## src/rtl/decode_pkg.sv

```systemverilog
// RV32I decode constants and the decoded-bundle type shared by decode_comb and
// decode_queue_stage.
package decode_pkg;

  localparam logic [6:0] OP_R      = 7'b0110011;
  localparam logic [6:0] OP_B      = 7'b1100011;
  localparam logic [6:0] OP_S      = 7'b0100011;
  localparam logic [6:0] OP_LUI    = 7'b0110111;
  localparam logic [6:0] OP_AUIPC  = 7'b0010111;
  localparam logic [6:0] OP_JAL    = 7'b1101111;
  localparam logic [6:0] OP_JALR   = 7'b1100111;
  localparam logic [6:0] OP_LOAD   = 7'b0000011;
  localparam logic [6:0] OP_OPIMM  = 7'b0010011;

  localparam logic [2:0] F3_BEQ  = 3'b000;
  localparam logic [2:0] F3_BNE  = 3'b001;
  localparam logic [2:0] F3_BLT  = 3'b100;
  localparam logic [2:0] F3_BGE  = 3'b101;
  localparam logic [2:0] F3_BLTU = 3'b110;
  localparam logic [2:0] F3_BGEU = 3'b111;

  localparam logic [9:0] ALU_ADD  = 10'b0000000_000;
  localparam logic [9:0] ALU_SUB  = 10'b0100000_000;
  localparam logic [9:0] ALU_SLT  = 10'b0000000_010;
  localparam logic [9:0] ALU_SLTU = 10'b0000000_011;

  localparam logic [6:0] F7_BASE = 7'b0000000;
  localparam logic [6:0] F7_ALT  = 7'b0100000;

  localparam logic [2:0] JAL_BITS  = 3'b010;
  localparam logic [2:0] JALR_BITS = 3'b011;
  localparam logic       STORE_BIT = 1'b1;
  localparam logic       LOAD_BIT  = 1'b0;

  // Immediates are kept at instruction width; the stage widens them to XLEN.
  typedef struct packed {
    logic [9:0]  alu_ctrl;
    logic [31:0] imm;
    logic [5:0]  sel_a;
    logic [4:0]  sel_b;
    logic [5:0]  sel_out;
    logic        imm_en;
    logic [2:0]  jmp_type;
    logic [31:0] jmp_imm;
    logic        new_jmp;
    logic [5:0]  jal_rs;
    logic [8:0]  lam_control;
    logic        lam_new;
    logic        illegal;
  } dec_bundle_t;

endpackage

```

## src/rtl/decode_comb.sv

```systemverilog
// Combinational RV32I instruction -> decoded bundle.
// DECODE_ILLEGAL_TRAP_EN: flag unknown opcodes / bad R-type funct7 as illegal.
module decode_comb
  import decode_pkg::*;
#(
  parameter int PC_IDX = 32
) (
  input  logic [31:0] i_instr,
  output dec_bundle_t o_bundle
);

  logic [6:0]  w_op, w_f7;
  logic [2:0]  w_f3;
  logic [4:0]  w_rs1, w_rs2, w_rd;
  logic [31:0] w_imm_i, w_imm_s, w_imm_b, w_imm_u, w_imm_j;
  logic [5:0]  w_pc_sel;

  assign w_op     = i_instr[6:0];
  assign w_rd     = i_instr[11:7];
  assign w_f3     = i_instr[14:12];
  assign w_rs1    = i_instr[19:15];
  assign w_rs2    = i_instr[24:20];
  assign w_f7     = i_instr[31:25];
  assign w_pc_sel = 6'(PC_IDX);

  assign w_imm_i = {{20{i_instr[31]}}, i_instr[31:20]};
  assign w_imm_s = {{20{i_instr[31]}}, i_instr[31:25], i_instr[11:7]};
  assign w_imm_b = {{19{i_instr[31]}}, i_instr[31], i_instr[7], i_instr[30:25], i_instr[11:8], 1'b0};
  assign w_imm_u = {i_instr[31:12], 12'b0};
  assign w_imm_j = {{11{i_instr[31]}}, i_instr[31], i_instr[19:12], i_instr[20], i_instr[30:21], 1'b0};

  always_comb begin
    o_bundle = '0;
    case (w_op)
      OP_R: begin
        o_bundle.sel_a    = {1'b0, w_rs1};
        o_bundle.sel_b    = w_rs2;
        o_bundle.sel_out  = {1'b0, w_rd};
        o_bundle.alu_ctrl = {w_f7, w_f3};
`ifdef DECODE_ILLEGAL_TRAP_EN
        if (w_f7 != F7_BASE && w_f7 != F7_ALT) begin
          o_bundle.illegal = 1'b1;
          o_bundle.sel_out = '0;
        end
`endif
      end
      OP_B: begin
        o_bundle.sel_a    = {1'b0, w_rs1};
        o_bundle.sel_b    = w_rs2;
        o_bundle.imm      = w_imm_b;
        o_bundle.jmp_imm  = w_imm_b;
        o_bundle.jmp_type = w_f3;
        o_bundle.new_jmp  = 1'b1;
        case (w_f3)
          F3_BEQ,  F3_BNE:  o_bundle.alu_ctrl = ALU_SUB;
          F3_BLT,  F3_BGE:  o_bundle.alu_ctrl = ALU_SLT;
          F3_BLTU, F3_BGEU: o_bundle.alu_ctrl = ALU_SLTU;
          default:          o_bundle.alu_ctrl = ALU_ADD;
        endcase
      end
      OP_S: begin
        o_bundle.sel_a       = {1'b0, w_rs1};
        o_bundle.sel_b       = w_rs2;
        o_bundle.imm         = w_imm_s;
        o_bundle.imm_en      = 1'b1;
        o_bundle.lam_control = {STORE_BIT, w_f3, w_rs2};
      end
      OP_LUI, OP_AUIPC: begin
        o_bundle.sel_a   = (w_op == OP_AUIPC) ? w_pc_sel : 6'd0;
        o_bundle.imm     = w_imm_u;
        o_bundle.imm_en  = 1'b1;
        o_bundle.sel_out = {1'b0, w_rd};
      end
      // Link value is computed as PC + (-4) by the ALU; the target goes to the jump unit.
      OP_JAL, OP_JALR: begin
        o_bundle.sel_a    = w_pc_sel;
        o_bundle.imm      = 32'hFFFF_FFFC;
        o_bundle.imm_en   = 1'b1;
        o_bundle.sel_out  = {1'b0, w_rd};
        o_bundle.new_jmp  = 1'b1;
        o_bundle.jmp_type = (w_op == OP_JAL) ? JAL_BITS : JALR_BITS;
        o_bundle.jmp_imm  = (w_op == OP_JAL) ? w_imm_j : w_imm_i;
        o_bundle.jal_rs   = (w_op == OP_JAL) ? w_pc_sel : {1'b0, w_rs1};
      end
      OP_LOAD: begin
        o_bundle.sel_a       = {1'b0, w_rs1};
        o_bundle.imm         = w_imm_i;
        o_bundle.imm_en      = 1'b1;
        o_bundle.sel_out     = {1'b0, w_rd};
        o_bundle.lam_new     = 1'b1;
        o_bundle.lam_control = {LOAD_BIT, w_f3, w_rd};
      end
      OP_OPIMM: begin
        o_bundle.sel_a    = {1'b0, w_rs1};
        o_bundle.imm      = w_imm_i;
        o_bundle.imm_en   = 1'b1;
        o_bundle.sel_out  = {1'b0, w_rd};
        o_bundle.alu_ctrl = {w_f7, w_f3};
      end
      default: begin
`ifdef DECODE_ILLEGAL_TRAP_EN
        o_bundle.illegal = 1'b1;
`else
        o_bundle.illegal = 1'b0;
`endif
      end
    endcase
  end

endmodule

```

## src/rtl/decode_queue_stage.sv

```systemverilog
// Buffered decode stage: instruction FIFO, registered decoded bundle, jump-wait FSM.
// Illegal-instruction trapping is enabled with DECODE_ILLEGAL_TRAP_EN (see decode_comb).
module decode_queue_stage
  import decode_pkg::*;
#(
  parameter int XLEN   = 32,
  parameter int QDEPTH = 4,
  parameter int PC_IDX = 32
) (
  input  logic                      clk,
  input  logic                      rst,
  input  logic                      in_valid,
  output logic                      in_ready,
  input  logic [31:0]               in_instr,
  input  logic                      flush,
  input  logic                      jmp_resolve,
  input  logic                      jmp_taken,
  output logic                      out_valid,
  input  logic                      out_ready,
  output logic [9:0]                alu_ctrl,
  output logic [XLEN-1:0]           imm,
  output logic [5:0]                sel_a,
  output logic [4:0]                sel_b,
  output logic [5:0]                sel_out,
  output logic                      imm_en,
  output logic [2:0]                jmp_type,
  output logic [XLEN-1:0]           jmp_imm,
  output logic                      new_jmp,
  output logic [5:0]                jal_rs,
  output logic [8:0]                lam_control,
  output logic                      lam_new,
  output logic                      illegal,
  output logic [$clog2(QDEPTH):0]   q_count
);

  localparam int AW = $clog2(QDEPTH);
  localparam logic [AW:0] QD = (AW+1)'(QDEPTH);
  localparam logic [0:0] ST_RUN      = 1'b0;
  localparam logic [0:0] ST_WAIT_JMP = 1'b1;

  logic [31:0]   r_mem [QDEPTH];
  logic [AW-1:0] r_wptr, r_rptr;
  logic [AW:0]   r_count;
  logic [0:0]    r_state;
  logic          r_out_valid;
  dec_bundle_t   r_bundle, w_dec;
  logic [31:0]   w_head;
  logic          w_wr, w_load, w_jclr;

  function automatic logic [XLEN-1:0] sext_xlen(input logic [31:0] v);
    return XLEN'($signed(v));
  endfunction

  assign w_head = r_mem[r_rptr];
  assign w_jclr = (r_state == ST_WAIT_JMP) && jmp_resolve && jmp_taken;
  assign in_ready = (r_count < QD);
  // flush and a taken-jump clear both drop any same-cycle write.
  assign w_wr   = in_valid && in_ready && !flush && !w_jclr;
  assign w_load = (r_state == ST_RUN) && (r_count != '0) && (!r_out_valid || out_ready) && !flush;

  decode_comb #(.PC_IDX(PC_IDX)) u_dec (
    .i_instr  (w_head),
    .o_bundle (w_dec)
  );

  always_ff @(posedge clk) begin
    if (w_wr) r_mem[r_wptr] <= in_instr;
  end

  always_ff @(posedge clk or posedge rst) begin
    if (rst) begin
      r_wptr      <= '0;
      r_rptr      <= '0;
      r_count     <= '0;
      r_state     <= ST_RUN;
      r_out_valid <= 1'b0;
    end else begin
      if (flush || w_jclr) begin
        r_wptr  <= '0;
        r_rptr  <= '0;
        r_count <= '0;
      end else begin
        if (w_wr)   r_wptr <= r_wptr + AW'(1);
        if (w_load) r_rptr <= r_rptr + AW'(1);
        r_count <= r_count + (AW+1)'(w_wr) - (AW+1)'(w_load);
      end

      if (flush)          r_out_valid <= 1'b0;
      else if (w_load)    r_out_valid <= 1'b1;
      else if (out_ready) r_out_valid <= 1'b0;

      if (flush)                                       r_state <= ST_RUN;
      else if (w_load && w_dec.new_jmp)                r_state <= ST_WAIT_JMP;
      else if (r_state == ST_WAIT_JMP && jmp_resolve)  r_state <= ST_RUN;
    end
  end

  always_ff @(posedge clk or posedge rst) begin
    if (rst)         r_bundle <= '0;
    else if (w_load) r_bundle <= w_dec;
  end

  assign out_valid   = r_out_valid;
  assign q_count     = r_count;
  assign alu_ctrl    = r_bundle.alu_ctrl;
  assign imm         = sext_xlen(r_bundle.imm);
  assign sel_a       = r_bundle.sel_a;
  assign sel_b       = r_bundle.sel_b;
  assign sel_out     = r_bundle.sel_out;
  assign imm_en      = r_bundle.imm_en;
  assign jmp_type    = r_bundle.jmp_type;
  assign jmp_imm     = sext_xlen(r_bundle.jmp_imm);
  assign new_jmp     = r_bundle.new_jmp;
  assign jal_rs      = r_bundle.jal_rs;
  assign lam_control = r_bundle.lam_control;
  assign lam_new     = r_bundle.lam_new;
  assign illegal     = r_bundle.illegal;

endmodule

```

## config.mk

```make
export PLATFORM = sky130hd
export DESIGN_NAME = decode_queue_stage
export DESIGN_NICKNAME = d
export VERILOG_FILES = /design/src/rtl/decode_pkg.sv /design/src/rtl/decode_comb.sv /design/src/rtl/decode_queue_stage.sv
export SDC_FILE = /design/constraint.sdc
export NUM_CORES = 1
export LEC_CHECK = 0
export ABC_AREA = 1
export BUFFER_PORTS_ARGS = -buffer_cell sky130_fd_sc_hd__buf_4
export CAP_MARGIN = 20
export CORE_UTILIZATION = 50
export DETAILED_ROUTE_END_ITERATION = 8
export PLACE_DENSITY_LB_ADDON = 0.2
export SLEW_MARGIN = 30
export SYNTH_ARGS = -nofsm -noshare
export SYNTH_HDL_FRONTEND = slang
export SYNTH_HIERARCHICAL = 1
export SYNTH_SLANG_ARGS = --single-unit
```

## constraint.sdc

```tcl
create_clock -name clk -period 7.2 [get_ports clk]
set_input_delay 1.44 -clock clk [delete_from_list [all_inputs] [get_ports clk]]
set_output_delay 1.44 -clock clk [all_outputs]
set_load 0.02 [all_outputs]
```

### Word level (Yosys, flattened, before mapping)

Memory sizes are Yosys's and may differ from the RTL's.
Cells that the tools add are included.

* $lt $le $gt $ge: 1
* bitwise operators: 1
* reduce and logical (&&, ||, !) cells: 31
* muxes and demuxes: 28
* equality and inequality tests: 14
* add/sub/neg operators: 4

Operators with widths (count)
* $pmux 32 s5: 1
* $pmux 36 s2: 1
* $pmux 9 s3: 1
* $eq 7x6->1 const B: 3
* $eq 7x7->1 const B: 3
* $mux 20: 1
* $pmux 10 s2: 1
* $mux 6: 3
* $pmux 6 s3: 1
* $pmux 9 s2: 1
* $eq 7x5->1 const B: 2
* $reduce_or 2->1: 7
* $reduce_or 7->1: 2
* $eq 3x3->1 const B: 4
* $mux 1: 11
* $mux 5: 2
* $logic_and 1x1->1: 9
* $reduce_bool 3->1: 3
* $mux 2: 4
* $eq 7x2->1 const B: 1
* $reduce_or 5->1: 1
* $add 2x1->2 const B: 2
* $reduce_bool 2->1: 2
* $add 3x1->3: 1
* other kinds (9): 12

* output and inout bits: 118
* memory bits (writable): 128
* input port bits: 39
* register bits after elaboration: 121
* memories kept: 1

Memory list
* r_mem: words 4, bits a word 32, rd ports 1, clocked after memory_dff 0, write ports 1, RTL line decode_queue_stage.sv:41 `logic [31:0] r_mem [QDEPTH];`

### Logic depth before layout (Yosys ltp)

* word-level depth: 7
* depth in mapped cells: 16
* depth with buffers taken out: 13

### Hierarchy

The synthesis kept the hierarchy.

Modules (own cells, without submodules)
* decode_queue_stage: instances 1, area each 9511.6 um^2, cells an instance 857
* decode_comb: instances 1, area each 1371.3 um^2, cells an instance 261

### Least setup slack after synthesis

Ideal clock, no wire load.

* kind: input to register
* start: in flush
* end: mem r_mem[0][0], enable pin
* stages: 5
* required time: 6.779 ns
* setup slack: 3.510 ns
* arrival time: 3.269 ns
* path buffers: 0
* cell sequence: inv_1 nand2_1 inv_1 nand2_1 nor2_1

* cells in the longest elaborated chain, start to end: 5

RTL lines
* from (decl): RTL line decode_queue_stage.sv:15 `input logic flush,`
* $logic_not 1->1: RTL line decode_queue_stage.sv:58 `assign w_wr = in_valid && in_ready && !flush && !w_jclr;`
* $logic_and 1x1->1 (2 in a row): RTL line decode_queue_stage.sv:58
* $mux 1: RTL line decode_queue_stage.sv:67 `if (w_wr) r_mem[r_wptr] <= in_instr;`
* $mux 1 (not written as such): RTL line decode_queue_stage.sv:67
* to (decl): RTL line decode_queue_stage.sv:41

Every way passes these cells.

### Worst setup path after layout

* start: reg r_rptr[0]
* end: reg r_bundle (netlist bit jmp_imm[25])

* cells in the longest elaborated chain, start to end: 4

RTL lines
* from (decl): RTL line decode_queue_stage.sv:42 `logic [AW-1:0] r_wptr, r_rptr;`
* from (signal assigned): RTL line decode_queue_stage.sv:84 `if (w_load) r_rptr <= r_rptr + AW'(1);`
* $mem_v2 4x32 (*)
* net w_head[6]: RTL line decode_queue_stage.sv:47 `logic [31:0] w_head;`
* $eq 7x7->1: RTL line decode_comb.sv:34 `case (w_op)`
* $reduce_or 2->1
* $pmux 36 s2 (*): RTL line decode_comb.sv:34
* to (signal assigned): RTL line decode_queue_stage.sv:100 `else if (w_load) r_bundle <= w_dec;`
* to (decl): RTL line decode_queue_stage.sv:46 `dec_bundle_t r_bundle, w_dec;`

The timed path passes the listed nets; every way through them passes the cells marked *.
A chain may end at the register's enable or synchronous reset.

==> summary.txt <==
Synth
  – Mux cell area share after synthesis: 0%
  – Mean post-synth cell area: 9.73 µm²
  – Seq/Total Area, Yosys: 63.4%
  – Synth Area in XOR/XNOR: 0.161%
  – Largest family of logic cells by synthesized area: simple AND/OR/NAND/NOR gates
  – Ys Warns: 6
  – Simple-Gate Fraction of Synth Area: 22.9%
  – Yosys reg bits: 250
  – Mapped Cells: 1118
  – Post-synthesis adder-cell area fraction: 0.874%
  – Post-synth cell types: 36
  – Compound-Gate Fraction of Synth Area: 6.89%
  – Area of the mapped netlist: 10900 µm²

Status
  – Status: completed

Cells and area
  – Antenna Cells: 0
  – Commonest cells after routing, fill and taps aside: nand2_1, buf_4, nor2_1
  – Layout Nets: 1294
  – Fraction of layout cells with a size suffix above 1: 20.0%
  – Layout area overhead: 19.0%
  – Commonest non-fill, non-tap cell in the layout: nand2_1

Placement
  – Final GP Congestion: 0.931
  – Post-DP HPWL: 17.8 mm
  – Port Buffer Count: 156

Global routing
  – Initial antenna violation count: 0
  – Met2 Usage GRT: 38.2%
  – Total GRT Usage: 24.5%
  – Most Crowded Layer GR: met2
  – Number of global-route vias before repair: 7825
  – GRT met3 Usage: 3.93%
  – Largest net degree at the start of global routing: 104
  – Global route total overflow: 0
  – First-pass GRT wire length: 42.1 mm
  – Met1 usage: 35.0%

CTS
  – Clk buf depth: 3
  – Post-CTS setup buffers: 0
  – TritonCTS clock tree: yes
  – CTS sink cnt: 250
  – Htree depth: 1
  – Post-CTS sizing: 0
  – Hold buffers post-CTS: 0
  – Worst skew pair latency: 530 ps
  – Root Driver: clkbuf_16
  – Inserted Clock Buffers: 26
  – Clock transition at path regs: 60 ps

Setup path
  – Crit Path Class: flip-flop to flip-flop
  – Crit. End Element: flip-flop
  – Worst Path Arrival: 4370 ps
  – CP max FO: 67
  – Flop2flop setup slack: 3290 ps
  – R2R depth: 11
  – CP Data Required Time: 7660 ps
  – Startpoint Class: flip-flop

Route
  – Routed wire length: 27.0 mm
  – Routed WL per cell: 17.5 µm
  – Post-route DRC: 0
  – Detail Route Antenna Nets: 0
  – DR pass1 iterations: 6
  – Via count of the routed design: 8227
  – DR vias/cell: 5.34
  – Initial DRC count: 700

Job
  – Max_cap viols: 0

Timing
  – Tmin final: 3910 ps
  – Final Hold Fails: 0
  – Skew final: 12.0 ps
  – Max-slew headroom: 35.8%
  – Min Hold Slack: 478 ps
  – Final slew viol count: 0
  – Fin Setup TNS: 0 ps
  – Unrepaired setup endpoints after global routing: no
  – Final period util: 54.3%
  – Final setup viols: 0
  – Fmax: 256 MHz
  – Worst Tran Pin Value: 963 ps

Floorplanning
  – Width of the die: 150 µm
  – Io pins: 157
  – Die height: 150 µm
  – Die Footprint: 22400 µm²
  – CORE AREA: 21200 µm²
  – Starting Density: 51.4%
  – Row count: 53

Worst hold path
  – Min-delay worst type: flip-flop to flip-flop
  – Hold Path Depth: 2

Pwr
  – PwrDens: 355 nW/µm²
  – Leak: 6.32 nW
  – Peak supply drop: 0.247 mV
cells in the mapped netlist:
cell type,count,area [µm²]
nor2_4,5,56.3
nor2_1,143,537
conb_1,1,3.75
clkbuf_1,25,93.8
buf_6,6,67.6
nand4_1,2,12.5
fa_1,1,20.0
buf_2,18,90.1
xor2_1,2,17.5
nor2_8,4,80.1
ha_1,6,75.1
inv_1,51,191
nand2_2,15,93.8
buf_12,1,20.0
clkinv_2,1,5.00
nor2_2,1,6.26
inv_2,5,18.8
a21oi_2,1,8.76
o211ai_1,1,7.51
nand3_4,1,17.5
edfxtp_1,128,3840
buf_4,16,120
inv_6,1,8.76
nand3_1,38,190
dfrtp_1,122,3050
nand2_4,3,33.8
nand2_1,384,1440
clkbuf_8,1,13.8
nand4_2,1,12.5
o21ai_0,78,390
nand3_2,1,10.0
o21ai_1,5,25.0
o22ai_1,44,275
o22ai_2,1,12.5
o31ai_1,2,15.0
a21oi_1,3,15.0
registers in the layout, indices dropped and copies added, names as in the netlist:
signal,count
lam_control,9
alu_ctrl,10
q_count,3
r_mem,128
r_wptr,2
new_jmp,1
jal_rs,6
illegal,1
out_valid,1
sel_out,6
sel_b,5
r_state,1
jmp_imm,32
jmp_type,3
r_rptr,2
lam_new,1
sel_a,6
imm,32
imm_en,1
cell type report:
type                       count  area (µm²)
multi-input combinational    744        3380
fill                        1795        8200
timing repair buffer         168        1260
clock buffer                  33         717
inverter                      58         226
clock inverter                12         125
tap                          275         344
sequential                   250        6900
metal layers:
layer,part of all wire [%],up-vias
met2,46,355
met3,8.0,62
met5,0,-
li1,-,3904
met4,3.1,0
met1,43,3906
kinds of logic after synthesis:
| logic type | after synthesis |
|---|---|
| XOR/XNOR | 2 |
| flip-flops | 250 |
| AO/OA/AOI/OAI | 135 |
| AND/OR/NAND/NOR | 598 |
| buffers and inverters | 125 |
| adder cells (fa/ha/maj) | 7 |
| other | 1 |
stage by stage:
stage                     area (µm²)  power (W)  worst slack, ps  util [%]  std cells
final                          13000    0.00460             3290      61.2       1540
after detailed placement       12100    0.00330             3080      57.2       1495
after global placement         12100    0.00327             3090      57.2       1495
after CTS                      13000    0.00461             3020      61.2       1540
after global routing           13000    0.00482             2910      61.2       1540
after floorplan                10900    0.00278             2520         -       1119
final timing paths:
kind / startpoint / end
min reg2reg: illegal$_DFFE_PP0P_ / illegal$_DFFE_PP0P_
max in group asynchronous: rst / jmp_imm[9]$_DFFE_PP0P_
max: r_rptr[0]$_DFFE_PP0P_ / jmp_imm[25]$_DFFE_PP0P_
min in group asynchronous: rst / imm[15]$_DFFE_PP0P_
max reg2reg: r_rptr[0]$_DFFE_PP0P_ / jmp_imm[25]$_DFFE_PP0P_
min: illegal$_DFFE_PP0P_ / illegal$_DFFE_PP0P_
power by group:
part,switching (W),internal [W],total (W)
Combinational,0.00106,0.000423,0.00148
Clock,0.000539,0.000773,0.00131
Sequential,0.000115,0.00169,0.00180
Total,0.00171,0.00288,0.00460
critical path, cell delays in order (launching register included):
cell and delay, ps:
dfrtp_1 360, buf_4 310, inv_2 500, buf_4 410, o21ai_0 120, o22ai_1 520, nand2_2 170, nor2_2 390
nor2_4 140, nor2_1 650, nand2_1 130, nand2_1 90
(Power assumes the default switching activity.)
